### src/rtl/pipe_pkg.sv
// Shared pipeline definitions: func codes, forward-select encoding and the
// per-register scoreboard entry used by rf_hazard_scoreboard / sb_entry.
package pipe_pkg;

    localparam logic [4:0] FUNC_NOP     = 5'd0;
    localparam logic [4:0] FUNC_ALU_MIN = 5'd1;
    localparam logic [4:0] FUNC_ALU_MAX = 5'd14;
    localparam logic [4:0] FUNC_LOAD    = 5'd15;

    localparam logic [1:0] FWD_RF   = 2'd0;
    localparam logic [1:0] FWD_AGE1 = 2'd1;
    localparam logic [1:0] FWD_AGE2 = 2'd2;
    localparam logic [1:0] FWD_AGE3 = 2'd3;

    typedef struct packed {
        logic       valid;
        logic [1:0] age;
        logic       is_load;
    } sb_entry_t;

    // ALU instructions both read their sources and write rd.
    function automatic logic is_alu(input logic [4:0] func);
        return (func != FUNC_NOP) && (func >= FUNC_ALU_MIN) && (func <= FUNC_ALU_MAX);
    endfunction

endpackage

### src/rtl/sb_entry.sv
// One register's in-flight write record: valid, distance (age) to the
// producing instruction and whether that producer is a load.
module sb_entry
    import pipe_pkg::*;
#(
    parameter int MAX_AGE = 3
) (
    input  logic      clk,
    input  logic      reset,
    input  logic      flush_i,
    input  logic      set_i,
    input  logic      set_load_i,
    output sb_entry_t entry_o
);

    localparam logic [1:0] AGE_LAST = 2'(MAX_AGE);

    sb_entry_t entry_q;
    sb_entry_t entry_d;

    // Flush beats a new producer, which beats the ordinary age/retire step.
    always_comb begin
        entry_d = entry_q;
        if (flush_i) begin
            entry_d = '0;
        end else if (set_i) begin
            entry_d.valid   = 1'b1;
            entry_d.age     = 2'd1;
            entry_d.is_load = set_load_i;
        end else if (entry_q.valid) begin
            if (entry_q.age == AGE_LAST) begin
                entry_d = '0;
            end else begin
                entry_d.age = entry_q.age + 2'd1;
            end
        end
    end

    // Entry state register, cleared asynchronously.
    always_ff @(posedge clk or posedge reset) begin
        if (reset) begin
            entry_q <= '0;
        end else begin
            entry_q <= entry_d;
        end
    end

    assign entry_o = entry_q;

endmodule

### src/rtl/rf_hazard_scoreboard.sv
// Issue-side hazard scoreboard: per-register pending/age table, operand
// forward selects and load-use stall for the decode slot.
// Optional build macro SCOREBOARD_PERF_EN adds a saturating stall_count output.
module rf_hazard_scoreboard #(
    parameter int         NREG      = 8,
    parameter int         MAX_AGE   = 3,
    parameter logic [4:0] LOAD_FUNC = pipe_pkg::FUNC_LOAD,
    parameter int         LOAD_LAT  = 2
) (
    input  logic                    clk,
    input  logic                    reset,
    input  logic                    flush,
    input  logic                    issue_valid,
    input  logic [4:0]              issue_func,
    input  logic [$clog2(NREG)-1:0] issue_rd,
    input  logic [$clog2(NREG)-1:0] issue_rs1,
    input  logic [$clog2(NREG)-1:0] issue_rs2,
    output logic                    issue_accept,
    output logic                    stall,
    output logic [1:0]              fwd_sel1,
    output logic [1:0]              fwd_sel2
`ifdef SCOREBOARD_PERF_EN
    ,
    output logic [15:0]             stall_count
`endif
);

    import pipe_pkg::*;

    localparam int AW = $clog2(NREG);

    sb_entry_t       table_w [NREG];
    logic [NREG-1:0] set_w;
    logic            reads_w;
    logic            writes_w;
    logic            haz1_w;
    logic            haz2_w;
    sb_entry_t       src1_w;
    sb_entry_t       src2_w;

    // Func codes that read rs1/rs2 and write rd.
    function automatic logic is_rw(input logic [4:0] func);
        return is_alu(func) || (func == LOAD_FUNC);
    endfunction

    // Age of a live producer is exactly how many stages ahead its result sits.
    function automatic logic [1:0] age_to_sel(input sb_entry_t e);
        logic [1:0] sel;
        sel = FWD_RF;
        if (e.valid) begin
            case (e.age)
                2'd1:    sel = FWD_AGE1;
                2'd2:    sel = FWD_AGE2;
                2'd3:    sel = FWD_AGE3;
                default: sel = FWD_RF;
            endcase
        end
        return sel;
    endfunction

    // A load result is not yet available until it is LOAD_LAT stages ahead.
    function automatic logic load_hazard(input sb_entry_t e);
        return e.valid && e.is_load && (int'(e.age) < LOAD_LAT);
    endfunction

    // Lookup against the current table; stall and accept follow from it.
    always_comb begin
        reads_w      = is_rw(issue_func);
        writes_w     = reads_w;
        src1_w       = table_w[issue_rs1];
        src2_w       = table_w[issue_rs2];
        fwd_sel1     = reads_w ? age_to_sel(src1_w) : FWD_RF;
        fwd_sel2     = reads_w ? age_to_sel(src2_w) : FWD_RF;
        haz1_w       = reads_w && load_hazard(src1_w);
        haz2_w       = reads_w && load_hazard(src2_w);
        stall        = issue_valid && (haz1_w || haz2_w);
        issue_accept = issue_valid && !stall && !flush && !reset;
    end

    genvar g;
    generate
        for (g = 0; g < NREG; g++) begin : g_entry
            assign set_w[g] = issue_accept && writes_w && (issue_rd == AW'(g));

            sb_entry #(
                .MAX_AGE    (MAX_AGE)
            ) u_entry (
                .clk        (clk),
                .reset      (reset),
                .flush_i    (flush),
                .set_i      (set_w[g]),
                .set_load_i (issue_func == LOAD_FUNC),
                .entry_o    (table_w[g])
            );
        end
    endgenerate

`ifdef SCOREBOARD_PERF_EN
    logic [15:0] stall_cnt_q;
    logic [15:0] stall_cnt_d;

    // Count stalled cycles, holding at all-ones rather than wrapping.
    always_comb begin
        stall_cnt_d = stall_cnt_q;
        if (stall && (stall_cnt_q != 16'hFFFF)) begin
            stall_cnt_d = stall_cnt_q + 16'd1;
        end
    end

    // Counter register; only reset clears it, flush does not.
    always_ff @(posedge clk or posedge reset) begin
        if (reset) begin
            stall_cnt_q <= '0;
        end else begin
            stall_cnt_q <= stall_cnt_d;
        end
    end

    assign stall_count = stall_cnt_q;
`endif

endmodule

### config.mk
export PLATFORM = sky130hd
export DESIGN_NAME = rf_hazard_scoreboard
export DESIGN_NICKNAME = d
export VERILOG_FILES = /design/src/rtl/pipe_pkg.sv /design/src/rtl/sb_entry.sv /design/src/rtl/rf_hazard_scoreboard.sv
export SDC_FILE = /design/constraint.sdc
export NUM_CORES = 1
export LEC_CHECK = 0
export BUFFER_PORTS_ARGS = -buffer_cell sky130_fd_sc_hd__buf_2
export CORE_UTILIZATION = 50
export DETAILED_ROUTE_END_ITERATION = 12
export GPL_ROUTABILITY_DRIVEN = 0
export PLACE_DENSITY = 0.7
export SLEW_MARGIN = 20
export SYNTH_ARGS = -nofsm -noshare
export SYNTH_HDL_FRONTEND = slang
export SYNTH_SLANG_ARGS = --single-unit
### constraint.sdc
create_clock -name clk -period 4.5 [get_ports clk]
set_input_delay 0.675 -clock clk [delete_from_list [all_inputs] [get_ports clk]]
set_output_delay 0.675 -clock clk [all_outputs]
set_load 0.02 [all_outputs]
Yosys cells after proc, flatten, opt, wreduce, memory -nomap -nowiden
Index checks and enable logic that the tools add are counted.
- order comparisons: 6
- add/subtract/negate cells: 8
- bitwise logic cells: 2
- reductions and logical operators: 52
- equal/unequal tests: 22
- multiplexer cells: 60
- operator list (cell ; number):
    4-bit two-way mux ; 28
    3-bit nonzero test ; 16
    4-bit binary-select mux with 3-bit select ; 2
    2-bit equality test, second input constant ; 12
    2-bit two-way mux ; 12
    1-bit logical AND ; 21
    2-bit by 1-bit adder with 2-bit output, second input constant ; 8
    1-bit two-way mux ; 16
    2-bit AND reduction ; 8
    3-bit equality test, second input constant ; 4
    2-bit case mux with 3 select lines ; 2
    4-bit greater-or-equal comparator, second input constant ; 2
    3-bit NOT with 4-bit output ; 2
    3-bit by 2-bit equality test with 1-bit output, second input constant ; 2
    5-bit by 4-bit equality test with 1-bit output, second input constant ; 1
    5-bit by 1-bit greater-or-equal comparator with 1-bit output, second input constant ; 1
    5-bit by 4-bit <= comparator with 1-bit output, second input constant ; 1
    5-bit nonzero test ; 1
    2-bit by 1-bit equality test with 1-bit output, second input constant ; 2
    2-bit < comparator, second input constant ; 2
    3-bit by 1-bit equality test with 1-bit output, second input constant ; 1
    1-bit zero test ; 3
    3-bit zero test ; 1
    1-bit logical OR ; 2
- bits of input ports: 18
- register bits after elaboration: 32

Logic depth before layout (Yosys ltp)
- word-level depth: 17
- mapped depth: 8
- depth with buffers taken out: 5

Modules after synthesis
Synthesis repeated with hierarchy kept, for this count alone.
- cells, all modules: 218
- area total of the unflattened synthesis: 2242.2 sq um
- by module, submodules not included (module ; area each (sq um) ; instances ; cells each ; seq. area each (sq um)):
    sb_entry ; 183.9 ; 8 ; 19 ; 100.1
    rf_hazard_scoreboard ; 770.7 ; 1 ; 66 ; 0.0

Least setup slack after synthesis
No wires, ideal clock.
- path kind: input port to output port
- from: in issue_rs1[2]
- to: out issue_accept
- stages: 6
- data arrival time: 2.352 ns
- path buffers: 1
- path slack: 1.473 ns
- path through: clkbuf_1 -> mux4_2 -> mux2_2 -> nand3_2 -> nand2_1 -> a21oi_1
- longest elaborated chain between the ends: 13
- elaborated cells on any way between the ends: 14
- classes of those cells: order compare (1); mux (3); bitwise (1); reduce/logical (9)
- RTL lines (item ; RTL line ; RTL):
    start, declared ; rf_hazard_scoreboard.sv:16 ; input logic [$clog2(NREG)-1:0] issue_rs1,
    3-bit NOT with 4-bit output (implied by the code) (*) ; rf_hazard_scoreboard.sv:70 ; src1_w = table_w[issue_rs1];
    4-bit binary-select mux with 3-bit select (*) ; rf_hazard_scoreboard.sv:70 ;
    4-bit two-way mux (implied by the code) (*) (2 in series) ; rf_hazard_scoreboard.sv:70 ;
    2-bit < comparator or 1-bit logical AND (tied branches) ; rf_hazard_scoreboard.sv:63 ; return e.valid && e.is_load && (int'(e.age) < LOAD_LAT);
    1-bit logical AND (*) ; rf_hazard_scoreboard.sv:63 ;
    1-bit logical AND (*) ; rf_hazard_scoreboard.sv:74 ; haz1_w = reads_w && load_hazard(src1_w);
    1-bit logical OR (*) ; rf_hazard_scoreboard.sv:76 ; stall = issue_valid && (haz1_w || haz2_w);
    1-bit logical AND (*) ; rf_hazard_scoreboard.sv:76 ;
    1-bit zero test (*) ; rf_hazard_scoreboard.sv:77 ; issue_accept = issue_valid && !stall && !flush && !reset;
    1-bit logical AND (*) (3 in series) ; rf_hazard_scoreboard.sv:77 ;
    end, declared ; rf_hazard_scoreboard.sv:18 ; output logic issue_accept,
Mark *: on every way between the ends. The rest lies on a longest branch, timed or not. The select of a mux whose other input is x is not followed.

Worst setup path in the final report
- from: in issue_rs2[2]
- to: out stall
- longest elaborated chain between the ends: 9
- elaborated cells on any way between the ends: 10
- classes of those cells: order compare (1); mux (3); bitwise (1); reduce/logical (5)
- RTL lines (item ; RTL line ; RTL):
    start, declared ; rf_hazard_scoreboard.sv:17 ; input logic [$clog2(NREG)-1:0] issue_rs2,
    3-bit NOT with 4-bit output (implied by the code) (*) ; rf_hazard_scoreboard.sv:71 ; src2_w = table_w[issue_rs2];
    4-bit binary-select mux with 3-bit select (*) ; rf_hazard_scoreboard.sv:71 ;
    4-bit two-way mux (implied by the code) (*) (2 in series) ; rf_hazard_scoreboard.sv:71 ;
    2-bit < comparator or 1-bit logical AND (tied branches) ; rf_hazard_scoreboard.sv:63 ;
    1-bit logical AND (*) ; rf_hazard_scoreboard.sv:63 ;
    1-bit logical AND (*) ; rf_hazard_scoreboard.sv:75 ; haz2_w = reads_w && load_hazard(src2_w);
    1-bit logical OR (*) ; rf_hazard_scoreboard.sv:76 ;
    1-bit logical AND (*) ; rf_hazard_scoreboard.sv:76 ;
    end, declared ; rf_hazard_scoreboard.sv:19 ; output logic stall,
Marked as above.

==> results.txt <==
----------------------------------------------------
[STA]
  Clock tree skew after final layout ... 0.00565 ns
  Slew HR ... 53.5%
  Number of slew-limit violations in the final report ... 0
  Hold violation total from the final report ... 0
  Fmax ... 305 MHz
  Setup total negative slack ... 0 ns
  Final Critical Period ... 3.27 ns
  Transition time at the pin with the least slew margin ... 0.695 ns
  Setup repair after global routing missed its margin ... no
  Setup violations, final ... 0
  Final worst path period share ... 72.7%

[Clock tree]
  Count of buffers added by post-CTS timing repair for setup ... 0
  Clock tree buffer depth ... 2
  TritonCTS clock tree ... done
  TritonCTS Buffers ... 5
  Later-pin clock latency in the skew report ... 0.29 ns
  Total of hold buffers inserted after clock tree synthesis ... 0
  CTS HTree Levels ... 2
  Clock tree root buffer cell ... clkbuf_8
  Number of clock sinks seen by CTS ... 32
  # resized after CTS ... 0
  Clock input transition at the sequential cells of the worst setup and hold paths ... 0.08 ns

[Critical path]
  Required arrival time at the worst endpoint ... 3.83 ns
  Cell with the largest stage delay on the worst path ... mux4_1
  Setup crit start kind ... input port
  Biggest cell delay along the critical path ... 0.57 ns
  Gate family responsible for the most delay along the worst path ... multiplexers
  Cell-by-cell listing of the critical path ... buf_2 -> mux4_1 -> mux2_2 -> or3_1 -> nand2_1 -> and3_1 -> buf_2
  Crit Path Max Fanout ... 10
  Worst Path Class, Setup ... in2out
  Endpoint kind of the worst setup timing path ... primary output
  Arr. time, crit path ... 2.60 ns
  Most Frequent Cell on Critical Path ... buf_2
  Bufs and invs on worst path ... 2

[Layout]
  Post-route cell area ... 2480 sq um
  Commonest non-fill, non-tap cell in the layout ... dfrtp_1
  Number of flip-flops under the largest register name ... 32
  Share of final-layout standard cells stronger than drive strength 1 ... 26.8%
  Area taken by flip-flops and latches ... 801 sq um
  Highest-count cells in the layout ignoring fill and taps ... 32 x dfrtp_1, 28 x mux2i_1, 23 x buf_2
  Final net count ... 238
  Combined area of the multi-input logic cells ... 1390 sq um
  Antenna cell count ... 0
  Count of non-filler cells in the finished layout ... 265
  Number of fill cells in the layout ... 381
  Synthesis-to-finish area growth ... 10.0%

[Drt]
  Highest layer used for signal routing ... met4
  Detailed-routing iteration count for the pre-antenna-repair pass ... 5
  WL/cell ... 18.6 um
  Post-Route M1 WL ... 2260 um
  Overall via count from detail_route ... 1662
  Post-Route WL ... 4940 um
  Drt first-iter violations ... 158
  Antenna-violating nets left ... 0
  DRC violations left ... 0
  Vias per cell ... 6.27
  Routed length on met3 ... 276 um
  Wire length on met2 ... 2310 um

[Status]
  Run status ... finished, final reports clean

[Global route]
  Vias in the first global route ... 1663
  Maximum number of pins on one net before global-route repair ... 35
  Antenna violations before repair ... 0
  Final global-route overflow total ... 0
  Tot GR Track Use ... 23.5%
  Global-route wire length before repair ... 8580 um

[Yosys]
  Area contributors post-synth ... dfrtp_1 36%, mux2i_1 12%, mux4_2 12%
  Synth top area share ... 35.6%
  Cell type contributing the most total cell area after synthesis ... dfrtp_1
  Seq/Total Area, Yosys ... 35.6%
  Warnings, synthesis ... 0
  Number of distinct standard cells referenced by the synthesized netlist ... 28
  Cells after synthesis ... 192
  Avg Cell Area, Syn ... 11.7 sq um
  Number of flip-flops and latches in the synthesized netlist ... 32
  Post-synth design cell area ... 2250 sq um
  Net count of the mapped netlist ... 218

[Placed design]
  Final HPWL from detailed placement ... 3710 um
  IO Port Bufs ... 23
  Standard cell area after detailed placement ... 2380 sq um
  Dpl cells ... 257

[Power]
  Switching share of power ... 27.0%
  Power Dens Cells ... 232 nW/um^2
  Total net switching power ... 0.000155 W
  Worst vdd ir ... 0.150 mV
  Leakage ... 1.07 nW
  Share of power burned in registers ... 50.8%
  Pint ... 0.000419 W
  Share of power burned in the clock network ... 40.2%
  Combinational Power Share ... 9.0%

[Floorplanning]
  Width of the chip ... 69.1 um
  Core area ... 4350 sq um
  Placement row count ... 24
  Initial Utilization ... 51.7%
  Number of top-level pins ... 24
  Vert. Die Dim ... 69.1 um
  Die ar. ... 4780 sq um

[Run]
  Max Cap Violations ... 0

[Hold path]
  Class of the tightest hold or removal check ... in2async

----------------------------------------------------
[cells in the mapped netlist]
cell and instances:
a21oi_1 17, a311oi_2 5, mux2i_1 28, and3b_1 2, nand3b_1 9, nand4_1 8, buf_1 1, dfrtp_1 32
mux2_2 4, nor4_1 1, nand2_1 12, ha_1 8, nand3_2 1, buf_6 3, nor2_1 14, inv_1 2
nand2b_1 9, a311oi_4 1, nor3b_1 5, and4b_1 1, and3_1 2, or3_1 1, buf_2 2, nor3_1 2
mux4_2 12, mux4_1 4, clkbuf_1 5, and2_4 1
[power by group through the flow]
stage	Clock (W)	Sequential [W]	Combinational (W)
floorplan	0	0.000296	0.0000352
global placement	0	0.000297	0.0000516
detailed placement	0	0.000297	0.0000514
CTS	0.000237	0.000292	0.0000516
global route	0.000248	0.000292	0.0000573
finish	0.000231	0.000292	0.0000516
[worst reg2reg max path, stage by stage, from the launching register on]
cell and delay, ns:
dfrtp_1 0.43, mux4_1 0.52, mux2_2 0.29, or3_1 0.47, nand4_1 0.26, mux2i_1 0.22
[through the flow]
| stage | utilization [%] | total power, W | setup slack, ns | hold slack, ns |
|---|---|---|---|---|
| final | 56.9 | 0.000574 | 1.23 | 0.355 |
| after detailed placement | 54.6 | 0.000349 | 1.23 | 0.583 |
| after global placement | 54.6 | 0.000349 | 1.27 | 0.576 |
| after floorplan | - | 0.000332 | 1.47 | 0.539 |
| after CTS | 56.8 | 0.000580 | 1.23 | 0.365 |
| after global routing | 56.9 | 0.000598 | 1.13 | 0.387 |
[layout make-up]
cell class                      instances  share of cell area, %
Timing Repair Buffer                   24                   4.95
Clock buffer                            5                   2.78
Multi-Input combinational cell        147                   56.1
Clock inverter                          3                  0.960
Inverter                                2                  0.303
Sequential cell                        32                   32.3
Tap cell                               52                   2.63
[path summary, 6_finish.rpt]
check                           slack, ns                                        end  cells past startpoint                                      start
worst min register to register       0.59  g_entry[6].u_entry.entry_o[0]$_DFFE_PP0P_                      2  g_entry[6].u_entry.entry_o[0]$_DFFE_PP0P_
worst min-delay path                 0.35  g_entry[6].u_entry.entry_o[1]$_DFFE_PP0P_                      2                                      reset
max in group asynchronous            3.49  g_entry[1].u_entry.entry_o[0]$_DFFE_PP0P_                      3                                      reset
worst max register to register       2.22  g_entry[6].u_entry.entry_o[0]$_DFFE_PP0P_                      5  g_entry[6].u_entry.entry_o[2]$_DFFE_PP0P_
worst max-delay path                 1.23                                      stall                      7                               issue_rs2[2]
min in group clk                     0.59  g_entry[6].u_entry.entry_o[0]$_DFFE_PP0P_                      2  g_entry[6].u_entry.entry_o[0]$_DFFE_PP0P_
[layer usage]
metal	track usage (%)	vias up
met3	5.26	8
met4	7.94	0
met2	35.6	67
met5	0	-
li1	-	783
met1	33.4	804
[cells by family after synthesis]
logic type,Yosys count,share of synthesized area (%)
AO/OA/AOI/OAI,23,8.28
adder cells (fa/ha/maj),8,4.44
buffers and inverters,13,3.28
flip-flops,32,35.6
multiplexers,48,31.1
AND/OR/NAND/NOR,68,17.3
Note: power is estimated with default switching activity, not from simulation.
